<file path="src/rtl/fetch_unit.sv">
// fetch_unit: program counter sequencer for a small instruction ROM.
// Walks IDLE -> RUN -> DONE, follows taken branches, stops on the halt
// word, and keeps a saturating count of the instructions executed.
module fetch_unit (
  input  logic        Clk,
  input  logic        Reset,
  input  logic        Start,
  input  logic        BranchEn,
  input  logic        BranchCond,
  input  logic [9:0]  Target,
  input  logic        Ack,
  output logic [9:0]  ProgCtr,
  output logic        Running,
  output logic        Done,
  output logic [15:0] InstrCount
);

  typedef enum logic [1:0] {
    S_IDLE = 2'd0,
    S_RUN  = 2'd1,
    S_DONE = 2'd2
  } state_t;

  state_t      state_q, state_d;
  logic [9:0]  pc_q, pc_d;
  logic [15:0] cnt_q, cnt_d;
  logic [15:0] cnt_inc;

  // Saturating increment: the count sticks at all-ones instead of wrapping.
  assign cnt_inc = (cnt_q == 16'hFFFF) ? cnt_q : cnt_q + 16'd1;

  // Next-state, next-PC and next-count selection.
  always_comb begin
    // NOTE: every signal gets a default first so no path leaves it unassigned, which would infer a latch.
    state_d = state_q;
    pc_d    = pc_q;
    cnt_d   = cnt_q;
    unique case (state_q)
      S_IDLE: begin
        if (Start) begin
          state_d = S_RUN;
          pc_d    = 10'd0;
          cnt_d   = 16'd0;
        end
      end
      S_RUN: begin
        // The halt word wins over a branch in the same cycle; PC parks on it.
        cnt_d = cnt_inc;
        if (Ack) begin
          state_d = S_DONE;
        end else if (BranchEn && BranchCond) begin
          pc_d = Target;
        end else begin
          pc_d = pc_q + 10'd1;  // wraps 3FF -> 000 naturally
        end
      end
      S_DONE: begin
        // Leave only once Start drops, so a held Start cannot restart the run.
        if (!Start) begin
          state_d = S_IDLE;
        end
      end
      default: begin
        state_d = S_IDLE;
      end
    endcase
  end

  // State, PC and count registers with synchronous active-high reset.
  always_ff @(posedge Clk) begin
    // NOTE: non-blocking assignments so every register samples the pre-edge values.
    if (Reset) begin
      state_q <= S_IDLE;
      pc_q    <= 10'd0;
      cnt_q   <= 16'd0;
    end else begin
      state_q <= state_d;
      pc_q    <= pc_d;
      cnt_q   <= cnt_d;
    end
  end

  // Status flags decode straight from the state register, so they are glitch-free.
  assign Running    = (state_q == S_RUN);
  assign Done       = (state_q == S_DONE);
  assign ProgCtr    = pc_q;
  assign InstrCount = cnt_q;

endmodule

</file>
<file path="config.mk">
export PLATFORM = sky130hd
export DESIGN_NAME = fetch_unit
export DESIGN_NICKNAME = d
export VERILOG_FILES = /design/src/rtl/fetch_unit.sv
export SDC_FILE = /design/constraint.sdc
export NUM_CORES = 1
export LEC_CHECK = 0
export ABC_CLOCK_PERIOD_IN_PS = 2200
export BUFFER_PORTS_ARGS = -buffer_cell sky130_fd_sc_hd__clkbuf_2
export CAP_MARGIN = 25
export CORE_ASPECT_RATIO = 0.75
export CORE_UTILIZATION = 40
export CTS_CLUSTER_SIZE = 12
export DETAILED_ROUTE_END_ITERATION = 8
export GPL_TIMING_DRIVEN = 0
export PLACE_DENSITY_LB_ADDON = 0.12
export SYNTH_ARGS = -nofsm -noshare
export SYNTH_HDL_FRONTEND = slang
export SYNTH_SLANG_ARGS = --single-unit
</file>
<file path="constraint.sdc">
create_clock -name Clk -period 2.2 [get_ports Clk]
set_input_delay 0.44 -clock Clk [delete_from_list [all_inputs] [get_ports Clk]]
set_output_delay 0.44 -clock Clk [all_outputs]
set_load 0.1 [all_outputs]
</file>
Yosys cells after proc, flatten, opt, wreduce, memory -nomap -nowiden. Index checks and enable logic that the tools add are counted.

Bits in registers: 28. Bits of input ports: 16. Output and inout bits: 28. Logic and storage cells: 30.

$add $sub $neg: 2. Eq/ne operators: 8. Muxes and demuxes: 11. Reduce and logical (&&, ||, !) cells: 6.

Operators by type and width (count): $mux 16 (2); $pmux 16 s2 (1); $mux 10 (3); $pmux 10 s2 (1); $add 16x1->16 const B (1); $eq 16x16->1 const B (1); $add 10x1->10 const B (1); $ne 2x2->1 const B (5); $reduce_and 3->1 (3); $mux 2 (3); $pmux 2 s3 (1); $eq 2x1->1 const B (1); $eq 2x2->1 const B (1); $logic_not 2->1 (1); $reduce_bool 2->1 (1); $logic_and 1x1->1 (1).

Longest topological paths before layout. Gate-level depths: netlist of run 1.

Depth after elaboration: 4. Depth in mapped cells: 7.

Least setup slack after synthesis of run 1. Ideal clock, no wire load.

Path kind: register -> register. Start: reg cnt_q[1], in the netlist InstrCount[1]. End: reg cnt_q[6], in the netlist InstrCount[6]. Setup time: 0.128 ns. Data arrival time: 2.325 ns. Path slack: -0.253 ns. Cell stages (with the launch flop): 7. Path buffers: 0. Clock period less this slack: 2.453 ns. Cell sequence: dfxtp_1 ha_1 nand3_4 or2_2 mux2_2 a22oi_1 nor2_1.

Longest elaborated chain between the ends: 3.

Ends and longest elaborated chain: start: declaration (line 26) `logic [15:0] cnt_q, cnt_d;`; start signal: assignment (line 79) `cnt_q <= cnt_d;`; $add 16x1->16 or $eq 16x16->1 (tied branches) (line 30) `assign cnt_inc = (cnt_q == 16'hFFFF) ? cnt_q : cnt_q + 16'd1;`; $mux 16 or $ne 2x2->1 (tied branches); $pmux 16 s2 or $reduce_and 3->1 (tied branches).

Parallel ways exist; a longest one is shown, timed or not. The select of a mux whose other input is x is not followed. A chain may end at the register's enable or synchronous reset.

Final worst setup path of run 1.
Start: reg state_q[0]. End: out Running.

Longest elaborated chain between the ends: 1.

Ends and longest elaborated chain: start: declaration (line 24) `state_t state_q, state_d;`; start signal: assignment (line 77) `state_q <= state_d;`; $eq 2x1->1 (line 84) `assign Running = (state_q == S_RUN);`; end: declaration (line 13) `output logic Running,`.

No other way between the ends.

==> impl_results.md, run 1 <==
- HP Class: input pin to register
- 1st-iter DRT viols: 69
- Slowest CP cell: dfxtp_1
- Overflow after GRT: 0
- Root buf cell: clkbuf_8
- TNS Setup: 0 ns
- Reg2Reg Depth: 5
- CP required: approximately 1.8 ns
- Synth cell types: 51
- #FFs+latches synth: 28
- Crit-path max cell delay: around 0.45 ns
- Dpl hpwl: ~3.3 mm
- Final period util: 94.1%
- IO Port Bufs: 43
- DRC: 0
- Die width: around 76 µm
- Net count, final: approximately 270
- NetSw: 0.000307 W
- Max IR drop VDD: around 0.34 mV
- Cells after synthesis: approximately 210
- Largest net degree at the start of global routing: 16
- Pre-Repair DR Iteration Count: 4
- Die Y-Extent: between 50 and 60 µm
- Crit path max-delay family: buffers and inverters
- RSZ-0062 raised after global routing: no
- # IOs: 44
- Area Overhead vs Synth: 21.9%
- Vias per inst: about 5.5
- Diode count: 0
- Synthesized net count: around 220
- Final WS setup: approximately 0.13 ns
- Remaining antenna violation count: 0
- Crit end category: output pin
- Post-synth top flop: dfxtp_1
- Worst Skew: around 0.013 ns
- Row cnt: 19
- Vias in the first global route: 1424
- GRT Util Overall: 20.3%
- EDFF count, synth: 0
- Worst hold path endpoint: ProgCtr[7]
- Initial Util: a little over two fifths
- CTS tree: done
- Max_slew headroom: approximately 63%
- Max H-tree Level: 1
- Post-synth ARST share: 0%
- Hold path depth: 3
- First-pass GRT wire length: between 7 and 8 mm
- Clock Latency Late Sink: ~0.28 ns
- CP Cell Sequence: or2b_1 > inv_2 > buf_4 > clkbuf_8
- Slew Viols, Final: 0
- R2r startpoint: InstrCount[0]
- Setup crit start kind: register
- Status: complete, no violations
- Crit-path max FO: 10
- Sequential share of power: between 50% and 60%
- Clk buf depth: 2
- CTS Buf Count: 3
- Initial antenna violation count: 0
- Share of cells above drive strength 1: a little under a third
- Critical path arrival: between 1.5 and 2 ns
- Comb pwr share: 18.0%
- Crit Path Class: register to output pin
- CTS Sinks: 28
- PwrDens: 515 mW/mm²
- Slew @ Worst Pin: about 0.55 ns
- Reg-to-reg critical path endpoint: InstrCount[8]
- Final worst path period need: 2.07 ns
- Setup WS pre-CTS: roughly 0.09 ns
- Avg Cell Area, Syn: approximately 8.0 µm²
- Vias: between 1500 and 2000
- Hold Crit Start: Target[7]
- Int Power: 0.000729 W
- Core box area: about 0.0038 mm²
- Leak: between 0.7 and 0.8 nW
- Mapped cell area: roughly 0.0016 mm²
- Yosys top cell by area: dfxtp_1
- Bufs and invs on worst path: 3
- Max-cap viol count: 0
- Synth top area share: between 30% and 40%
- Final setup fails: 0
- Die ar.: between 0.004 and 0.005 mm²
- Clock Power Share: about a third
- Drt total wl: about 4.4 mm
- Register area share after synthesis: between 30% and 40%
- Setup bufs post-CTS: 0
- Hold Vio Cnt, Final: 0
- Register-to-Register Setup Slack: ~0.24 ns
- GP Congestion: a little over 0.8
- Synth area leaders: dfxtp_1 (34%), nor2_1 (6.1%), nand2_1 (5.5%)
- Maximum clock frequency: 483 MHz
- Drt wl/cell: 14.4 µm
- Yosys Warn Count: 0
- Clock-pin slew on the worst setup and hold paths: around 0.1 ns
- Sw Share: 29.6%
[through the flow]
| stage | hold slack, ns | area, µm² | utilization (%) | cells | total power, W |
|---|---|---|---|---|---|
| global placement | 0.488 | 1940 | 51.1 | 300 | 0.000715 |
| detailed placement | 0.491 | 1940 | 51.1 | 300 | 0.000715 |
| finish | 0.392 | 2010 | 52.8 | 304 | 0.00104 |
| floorplan | 0.576 | 1660 | - | 205 | 0.000666 |
| global route | 0.398 | 2010 | 52.8 | 304 | 0.00109 |
| CTS | 0.380 | 2010 | 52.8 | 304 | 0.00105 |
[Yosys cell counts, types with 2 or more instances]
| cell | count |
|---|---|
| dfxtp_1 | 28 |
| nor2_1 | 27 |
| nand2_1 | 24 |
| o21ai_0 | 14 |
| nand3_1 | 13 |
| a21oi_1 | 8 |
| a22oi_1 | 8 |
| nor3_1 | 8 |
| a31oi_1 | 7 |
| a311oi_1 | 6 |
| and3_1 | 4 |
| clkbuf_1 | 4 |
| or3_1 | 3 |
| a22o_1 | 2 |
| a41oi_1 | 2 |
| and2_1 | 2 |
| buf_6 | 2 |
| ha_1 | 2 |
| nand2b_1 | 2 |
| nand3b_1 | 2 |
| nand4_1 | 2 |
| o21bai_1 | 2 |
| o31ai_1 | 2 |
| or2_2 | 2 |
| or2b_1 | 2 |
| xnor2_1 | 2 |
[power by group through the flow]
stage               Sequential [W]  Clock, W  Combinational [W]
finish                    0.000522  0.000327           0.000187
global route              0.000523  0.000368           0.000204
CTS                       0.000521  0.000339           0.000186
detailed placement        0.000533         0           0.000182
global placement          0.000533         0           0.000182
floorplan                 0.000559         0           0.000106
[sequential cells by signal, summed over array words and instances, names as in the netlist]
register and cells:
InstrCount 16, state_q 2, ProgCtr 10
[worst max path at each step]
stage | slack [ns] | cells past startpoint | from | end
after floorplan | 0.007 | 5 | InstrCount[8] | InstrCount[14]
after global placement | 0.09 | 4 | state_q[0] | Running
after detailed placement | 0.09 | 4 | state_q[0] | Running
after CTS | 0.04 | 4 | state_q[0] | Running
after global routing | 0.03 | 4 | state_q[0] | Running
final | 0.13 | 4 | state_q[0] | Running
[cell families (layout without fill, tap and decap cells)]
group	Yosys count	count (layout)	synth area share, %
simple gates	106	106	36.1
compound gates	57	57	23.5
flops	28	28	34.0
buf+inv	9	56	3.11
fa+ha+maj	2	2	1.52
xor+xnor	2	2	1.06
mux	1	1	0.683
[cell usage in the layout, fill, tap and decap left out, types with 2 or more instances in the layout]
cell type,Yosys,layout
and3_1,4,4
a21oi_1,8,8
or2_2,2,2
ha_1,2,2
a41oi_1,2,2
buf_6,2,2
clkbuf_8,0,5
a31oi_1,7,7
o21bai_1,2,2
or2b_1,2,2
a22o_1,2,2
clkbuf_2,1,43
o21ai_0,14,14
xnor2_1,2,2
clkbuf_1,4,4
nand2b_1,2,2
a22oi_1,8,8
a311oi_1,6,6
nand3b_1,2,2
dfxtp_1,28,17
nand4_1,2,2
nor2_1,27,27
o31ai_1,2,2
nand2_1,24,24
or3_1,3,3
nand3_1,13,13
and2_1,2,2
dfxtp_2,0,11
nor3_1,8,8
[timing repair]
| item | 4_1_cts | 5_1_grt |
|---|---|---|
| endpoints found under the hold margin | 0 | 0 |
| cloned | 0 | 0 |
| hold buffers | 0 | 0 |
| endpoints found under the setup margin | 1 | 1 |
| resized for setup | 3 | 1 |
[layout make-up]
class                      instances  area, µm²
tap                               52       65.1
buffer                             8       50.0
inverter                           1       3.75
clock buffer                       4       55.1
timing repair buffer              43        224
multi-input combinational        168       1040
sequential                        28        574
fill                             394       1790
[worst reg2reg max path: stages (launching register included)]
cell and delay, ns:
dfxtp_2 0.40, ha_1 0.24, nand3_4 0.14, nor4_4 0.44, a21oi_2 0.22, a311oi_1 0.40
[per-layer routing]
layer / wire [µm] / track usage, %
met1: 2410 / 31.3
met2: 1780 / 30.0
met3: 164 / 3.52
met4: 16 / 2.47
met5: 0 / 0
Note: power is estimated with default switching activity, not from simulation.
==> run 2, diff against run 1 <==
--- a/config.mk
+++ b/config.mk
@@ -5,7 +5,7 @@
 export SDC_FILE = /design/constraint.sdc
 export NUM_CORES = 1
 export LEC_CHECK = 0
-export ABC_CLOCK_PERIOD_IN_PS = 2200
+export ABC_CLOCK_PERIOD_IN_PS = 1800
 export BUFFER_PORTS_ARGS = -buffer_cell sky130_fd_sc_hd__clkbuf_2
 export CAP_MARGIN = 25
 export CORE_ASPECT_RATIO = 0.75
==> constraint.sdc (replaced) <==
create_clock -name Clk -period 1.8 [get_ports Clk]
set_input_delay 0.36 -clock Clk [delete_from_list [all_inputs] [get_ports Clk]]
set_output_delay 0.36 -clock Clk [all_outputs]
set_load 0.1 [all_outputs]
==> run 2 against run 1 <==
  * Count of clock-buffer cells in the layout unchanged
  * Global-route usage up 1.3 points
  * Die area unchanged
  * Non-clock buffer count up 8
  * Core utilization up 3.9 points
  * Worst hold slack worse by 0.11 ns
  * Flip-flop and latch count unchanged
  * Total power up 23%
  * Worst setup slack worse by 0.059 ns
  * Wire length up 6.0%
  * Critical path depth up 3
  * Via count up 4.1%
  * Critical endpoint is now InstrCount[14]
  * Largest power group unchanged
==> impl_results.md, run 2 (synthesized netlist as in run 1, its figures left out) <==
- Critical path arrival: 1.90 ns (+0.27 ns)
- Final worst path period need: 1.73 ns
- PwrDens: 590 mW/mm² (+14%)
- Max FFs per register: 16 (unchanged)
- Crit path max-delay family: simple AND/OR/NAND/NOR gates
- Dpl hpwl: 3.30 mm (+1.4%)
- Final setup fails: 0 (unchanged)
- Max IR drop VDD: 0.463 mV (+38%)
- Die Y-Extent: 57.6 µm (unchanged)
- Core box area: 0.00380 mm² (unchanged)
- Share of cells above drive strength 1: 39.6% (+9.1 points)
- Vias in the first global route: 1430 (+0.42%)
- Max_slew headroom: 63.8% (+0.49 points)
- Area Overhead vs Synth: 30.8%
- HP Class: input pin to register
- Reg2Reg Depth: 7 (+2)
- CP required: 1.97 ns (+0.21 ns)
- Final WS setup: 0.0696 ns (-0.0592 ns)
- Slew @ Worst Pin: 0.543 ns (-0.00973 ns)
- Worst Skew: 0.00675 ns (-0.00595 ns)
- Vias per inst: 5.58 (+1.5%)
- Die width: 76.1 µm (unchanged)
- 1st-iter DRT viols: 101 (+46%)
- Final period util: between 90% and 100%
- Leak: 0.840 nW (+6.9%)
- Die ar.: 0.00439 mm² (unchanged)
- Remaining antenna violation count: 0 (unchanged)
- DRC: 0 (unchanged)
- Hold Vio Cnt, Final: 0 (unchanged)
- CP Cell Sequence: ha_4 > nand3_4 > nor4_4 > buf_4 > nand3_2 > nor3b_2 > nor3_1
- Clock Latency Late Sink: 0.28 ns (about the same)
- Diode count: 0 (unchanged)
- # IOs: 44 (unchanged)
- CTS Buf Count: 3 (unchanged)
- IO Port Bufs: 43 (unchanged)
- Most common cell after layout, fill and taps aside: clkbuf_2
- Pwr Total: 0.00127 W (+23%)
- Maximum clock frequency: 578 MHz
- Bufs and invs on worst path: 1 (-2)
- TNS Setup: 0 ns (unchanged)
- Root buf cell: clkbuf_8
- Post-DP Area: 0.00199 mm² (+2.6%)
- Setup WS pre-CTS: -0.237 ns (-0.325 ns)
- Stages on the worst setup path: 7 (+3)
- Pre-Repair DR Iteration Count: 5 (+1)
- GP Congestion: 0.844 (+1.6%)
- Max H-tree Level: 1 (unchanged)
- Setup crit start kind: register
- CTS Sinks: 28 (unchanged)
- Slowest CP cell: nor4_4
- Crit Path Class: register to register
- Initial Util: 43.4% (unchanged)
- Crit-path max FO: 5 (-5)
- Clock-pin slew on the worst setup and hold paths: 0.10 ns (about the same)
- Hold path depth: 3 (unchanged)
- Hold_buf cts: 0 (unchanged)
- Crit end category: register
- Clk buf depth: 2 (unchanged)
- Vias: 1741 (+4.1%)
- CTS tree: done
- Crit-path max cell delay: 0.46 ns (about the same)
- Max-cap viol count: 0 (unchanged)
- Slew Viols, Final: 0 (unchanged)
- Net count, final: 279 (+3.0%)
- GRT Util Overall: 21.6% (+1.3 points)
- Commonest cells after routing, fill and taps aside: clkbuf_2 (42), nor2_1 (27), nand2_1 (24)
- Drt wl/cell: 14.9 µm (+3.3%)
- Initial antenna violation count: 0 (unchanged)
- Layout Cell Area excl Fill: 0.00216 mm² (+7.3%)
- Overflow after GRT: 0 (unchanged)
- First-pass GRT wire length: 7.42 mm (+4.5%)
- Largest net degree at the start of global routing: 16 (unchanged)
- Status: complete, no violations
- Row cnt: 19 (unchanged)
- Drt total wl: 4.64 mm (+6.0%)
run 2: changes by cell type in the layout (fill, tap and decap cells not counted), moves of 5 or more:
cell / delta
dfxtp_4: +9
dfxtp_1: -14
dfxtp_2: +5
buf_4: +9
run 2: worst paths after layout:
kind / start / end / slack, ns
min reg2reg: InstrCount[4] / InstrCount[4] / 0.50
max: InstrCount[0] / InstrCount[14] / 0.07
min: Target[7] / ProgCtr[7] / 0.28
max reg2reg: InstrCount[0] / InstrCount[14] / 0.07
run 2: cell type report:
class	count	area [µm²]
inverter	1	3.75
sequential	28	614
clock buffer	4	55.1
buffer	6	37.5
multi-input combinational	168	1070
timing repair buffer	53	310
fill	394	1650
tap	52	65.1
run 2: power by group:
group	leakage (nW)	internal (W)	switching, W
Clock	0.0288	0.000196	0.000202
Combinational	0.570	0.0000791	0.000169
Sequential	0.241	0.000616	0.00000978
run 2: repair_timing:
| item | in CTS | in global routing |
|---|---|---|
| pin swaps | 0 | 7 |
| endpoints found under the setup margin | 1 | 14 |
| setup buffers | 2 | 8 |
| gates resized for setup | 8 | 5 |
run 2: metrics by stage:
| step | hold slack [ns] | cells | util [%] |
|---|---|---|---|
| 3_5_place_dp | 0.490 | 300 | 52.4 |
| 5_1_grt | 0.273 | 312 | 56.7 |
| 6_report | 0.278 | 312 | 56.7 |
| 2_1_floorplan | 0.489 | 205 | - |
| 4_1_cts | 0.275 | 306 | 55.1 |
| 3_3_place_gp | 0.482 | 300 | 52.4 |
run 2: routing by layer:
| layer | part of all wire, % | vias to the layer above | global-route usage, % |
|---|---|---|---|
| met5 | 0 | - | 0 |
| li1 | - | 881 | - |
| met2 | 40 | 66 | 28.2 |
| met1 | 53 | 790 | 35.0 |
| met4 | 0.63 | 0 | 4.67 |
| met3 | 7.1 | 4 | 4.48 |
run 2: tightest hold or removal path, cell delays in order:
cell      delay [ns]
clkbuf_2        0.08
nand2_1         0.04
a21oi_1         0.05
==> run 3, diff against run 2 <==
--- a/config.mk
+++ b/config.mk
@@ -5,6 +5,7 @@
 export SDC_FILE = /design/constraint.sdc
 export NUM_CORES = 1
 export LEC_CHECK = 0
+export ABC_AREA = 1
 export ABC_CLOCK_PERIOD_IN_PS = 1800
 export BUFFER_PORTS_ARGS = -buffer_cell sky130_fd_sc_hd__clkbuf_2
 export CAP_MARGIN = 25
@@ -12,7 +13,6 @@
 export CORE_UTILIZATION = 40
 export CTS_CLUSTER_SIZE = 12
 export DETAILED_ROUTE_END_ITERATION = 8
-export GPL_TIMING_DRIVEN = 0
 export PLACE_DENSITY_LB_ADDON = 0.12
 export SYNTH_ARGS = -nofsm -noshare
 export SYNTH_HDL_FRONTEND = slang
==> run 3 against run 2 <==
  * Register-to-register slack improved by 0.11 ns
  * Largest cell class unchanged
  * First-iteration DRC count is 21% lower
  * Via count grew 1.3%
  * Critical endpoint is now Running
==> impl_results.md, run 3 <==
- Status: complete, no violations
- Diode count: 0 (unchanged)
- CTS tree: done
- GRT Util Overall: 19.7% (-1.9 points)
- Synth area leaders: dfxtp_1 (32%), nand2_1 (14%), nand3_1 (8.1%)
- Largest net degree at the start of global routing: 16 (unchanged)
- Max H-tree Level: 1 (unchanged)
- IO Port Bufs: 43 (unchanged)
- Most common cell after layout, fill and taps aside: nand2_1
- Area Overhead vs Synth: 21.7%
- Share of cells above drive strength 1: 30.9% (-8.7 points)
- Remaining antenna violation count: 0 (unchanged)
- Synth top area share: 32.5% (-1.5 points)
- # IOs: 44 (unchanged)
- Register area share after synthesis: 32.5% (-1.5 points)
- Crit-path max cell delay: 0.31 ns (-0.15 ns)
- Vias in the first global route: 1393 (-2.6%)
- RSZ-0062 raised after global routing: no
- DRC: 0 (unchanged)
- Initial antenna violation count: 0 (unchanged)
- Clock-pin slew on the worst setup and hold paths: 0.10 ns (about the same)
- Crit path max-delay family: buffers and inverters
- Row cnt: 20 (+1)
- Net count, final: 323 (+16%)
- Pre-Repair DR Iteration Count: 4 (-1)
- Int Power: 0.000853 W (-4.3%)
- Initial Util: 42.1% (-1.3 points)
- Layout Cell Area excl Fill: 0.00210 mm² (-2.6%)
- Commonest cells after routing, fill and taps aside: nand2_1 (65), clkbuf_2 (42), nor2_1 (33)
- CP Cell Sequence: inv_1 > nand2_1 > inv_1 > buf_6 > buf_12
- Max IR drop VDD: 0.416 mV (-10%)
- First-pass GRT wire length: 6.96 mm (-6.3%)
- Worst Skew: 0.00615 ns (-0.000602 ns)
- Crit end category: output pin
- #FFs+latches synth: 28 (unchanged)
- Synth cell types: 31 (-39%)
- Post-synth ARST share: 0% (unchanged)
- Setup crit start kind: register
- NetSw: 0.000429 W (+13%)
- Yosys top cell by area: dfxtp_1
- HP Class: input pin to register
- Root buf cell: clkbuf_8
- Cells after synthesis: 259 (+26%)
- TNS Setup: 0 ns (unchanged)
- Clock Latency Late Sink: 0.28 ns (about the same)
- EDFF count, synth: 0 (unchanged)
- Hold Vio Cnt, Final: 0 (unchanged)
- Pwr Total: 0.00128 W (+0.80%)
- CP dominant cell by count: inv_1
- Maximum clock frequency: 588 MHz (+1.7%)
- CTS Buf Count: 3 (unchanged)
- Slew Viols, Final: 0 (unchanged)
- Number of fill cells: 431 (+9.4%)
- Yosys Warn Count: 0 (unchanged)
- Final worst path period need: 1.70 ns (-0.0289 ns)
- Drt wl/cell: 12.2 µm (-18%)
- Bufs and invs on worst path: 4 (+3)
- Clk buf depth: 2 (unchanged)
- Die width: 77.9 µm (+2.3%)
- Leak: 0.921 nW (+9.6%)
- Overflow after GRT: 0 (unchanged)
- Slowest CP cell: dfxtp_1
- Dpl hpwl: 3.25 mm (-1.4%)
- Post-synth top flop: dfxtp_1
- Count leader, synth: nand2_1
- Post-DP Area: 0.00204 mm² (+2.6%)
- Sw Share: 33.5% (+3.5 points)
- Clock Power Share: 28.5% (-2.8 points)
- Die Y-Extent: 58.9 µm (+2.2%)
- Crit-path max FO: 12 (+7)
- Die ar.: 0.00459 mm² (+4.6%)
- Critical path arrival: 1.34 ns (-0.56 ns)
- 1st-iter DRT viols: 80 (-21%)
- Synthesized net count: 277 (+24%)
- Core box area: 0.00410 mm² (+7.9%)
- Sequential share of power: 50.4% (+1.2 points)
- Avg Cell Area, Syn: 6.67 µm² (-17%)
- Comb pwr share: 21.1% (+1.6 points)
- Max-cap viol count: 0 (unchanged)
- GP Congestion: 0.825 (-2.2%)
- CP required: 1.44 ns (-0.53 ns)
- Slew @ Worst Pin: 0.549 ns (+0.00533 ns)
- Most frequent cells after synthesis: nand2_1 (65), nor2_1 (34), dfxtp_1 (28), nand3_1 (28), inv_1 (23)
- Register-to-Register Setup Slack: 0.18 ns (+0.11 ns)
- Max_slew headroom: 63.6% (-0.20 points)
- Drt total wl: 4.39 mm (-5.5%)
- Vias per inst: 4.91 (-12%)
- PwrDens: 610 mW/mm² (+3.4%)
- Mapped cell area: 0.00173 mm² (+4.7%)
- Final period util: 94.5% (-1.6 points)
- Max FFs per register: 16 (unchanged)
- Setup bufs post-CTS: 0 (-2)
- CTS Sinks: 28 (unchanged)
- Crit Path Class: register to output pin
- Final setup fails: 0 (unchanged)
- Vias: 1764 (+1.3%)
==> run 3: changes by cell type in the layout (fill, tap and decap cells not counted), sizes merged, moves of 4 or more <==
cell    previous run  this run
clkbuf            51        45
o21ai             15         9
and3               4         0
nor3               8         1
a21oi              9        23
a31oi              7         0
nand2             25        73
nor2              29        39
nand3             14        28
inv                1        23
a311oi             6         0
buf               12         4
a22oi              8         0
==> run 3: kinds of logic (layout without fill, tap and decap cells) <==
family          Yosys count  after routing  share of synthesized area (%)
simple gates            154            154                           41.6
flops                    28             28                           32.5
compound gates           41             41                           14.9
xor+xnor                  4              4                           2.03
buf+inv                  30             75                           7.61
fa+ha+maj                 2              2                           1.45
==> run 3: worst paths after layout <==
kind / start / endpoint / cells after the start
worst min register to register: InstrCount[4] / InstrCount[4] / 2
worst min-delay path: Ack / state_q[1] / 2
worst max-delay path: state_q[1] / Running / 5
worst max register to register: InstrCount[0] / InstrCount[9] / 8
==> run 3: power groups by stage <==
stage          sequential [W]  clock, W  combinational, W
2_1_floorplan        0.000728         0          0.000134
3_3_place_gp         0.000660         0          0.000265
3_5_place_dp         0.000661         0          0.000265
4_1_cts              0.000647  0.000373          0.000266
5_1_grt              0.000649  0.000399          0.000293
6_report             0.000646  0.000366          0.000270
==> run 3: timing repair <==
action                     4_1_cts  5_1_grt
hold buffers                     0        0
setup endpoints to repair        0        2
gates resized for setup          0        2
==> run 3: metal layers <==
metal	wire length, µm	share of wire [%]	vias up	global-route usage (%)
li1	-	-	939	-
met2	1770	40	45	27.4
met4	18	0.41	0	2.43
met5	0	0	-	0
met3	240	5.5	2	4.19
met1	2360	54	778	31.1
==> run 3: per-stage QoR <==
| stage | setup slack [ns] | hold WS [ns] | util [%] | instances |
|---|---|---|---|---|
| CTS | 0.0517 | 0.332 | 50.9 | 359 |
| detailed placement | 0.180 | 0.472 | 49.8 | 355 |
| global route | 0.00134 | 0.346 | 51.2 | 359 |
| finish | 0.0986 | 0.334 | 51.2 | 359 |
| global placement | 0.249 | 0.469 | 49.8 | 355 |
| floorplan | 0.0312 | 0.486 | - | 259 |
==> run 3: worst register-to-register path, delay by kind of cell (launching register included) <==
kind,cells,cell delay (ns)
adders and majority gates,1,0.18
and+or+nand+nor,7,1.00
DFF,1,0.38
==> run 3: final cells by class <==
type | count | area, µm² | share of cell area [%]
Multi-Input combinational cell | 201 | 1050 | 49.8
Sequential cell | 28 | 592 | 28.2
Timing Repair Buffer | 46 | 256 | 12.2
Inverter | 25 | 93.8 | 4.46
Tap cell | 55 | 68.8 | 3.27
Clock buffer | 3 | 41.3 | 1.96
Clock inverter | 1 | 3.75 | 0.179
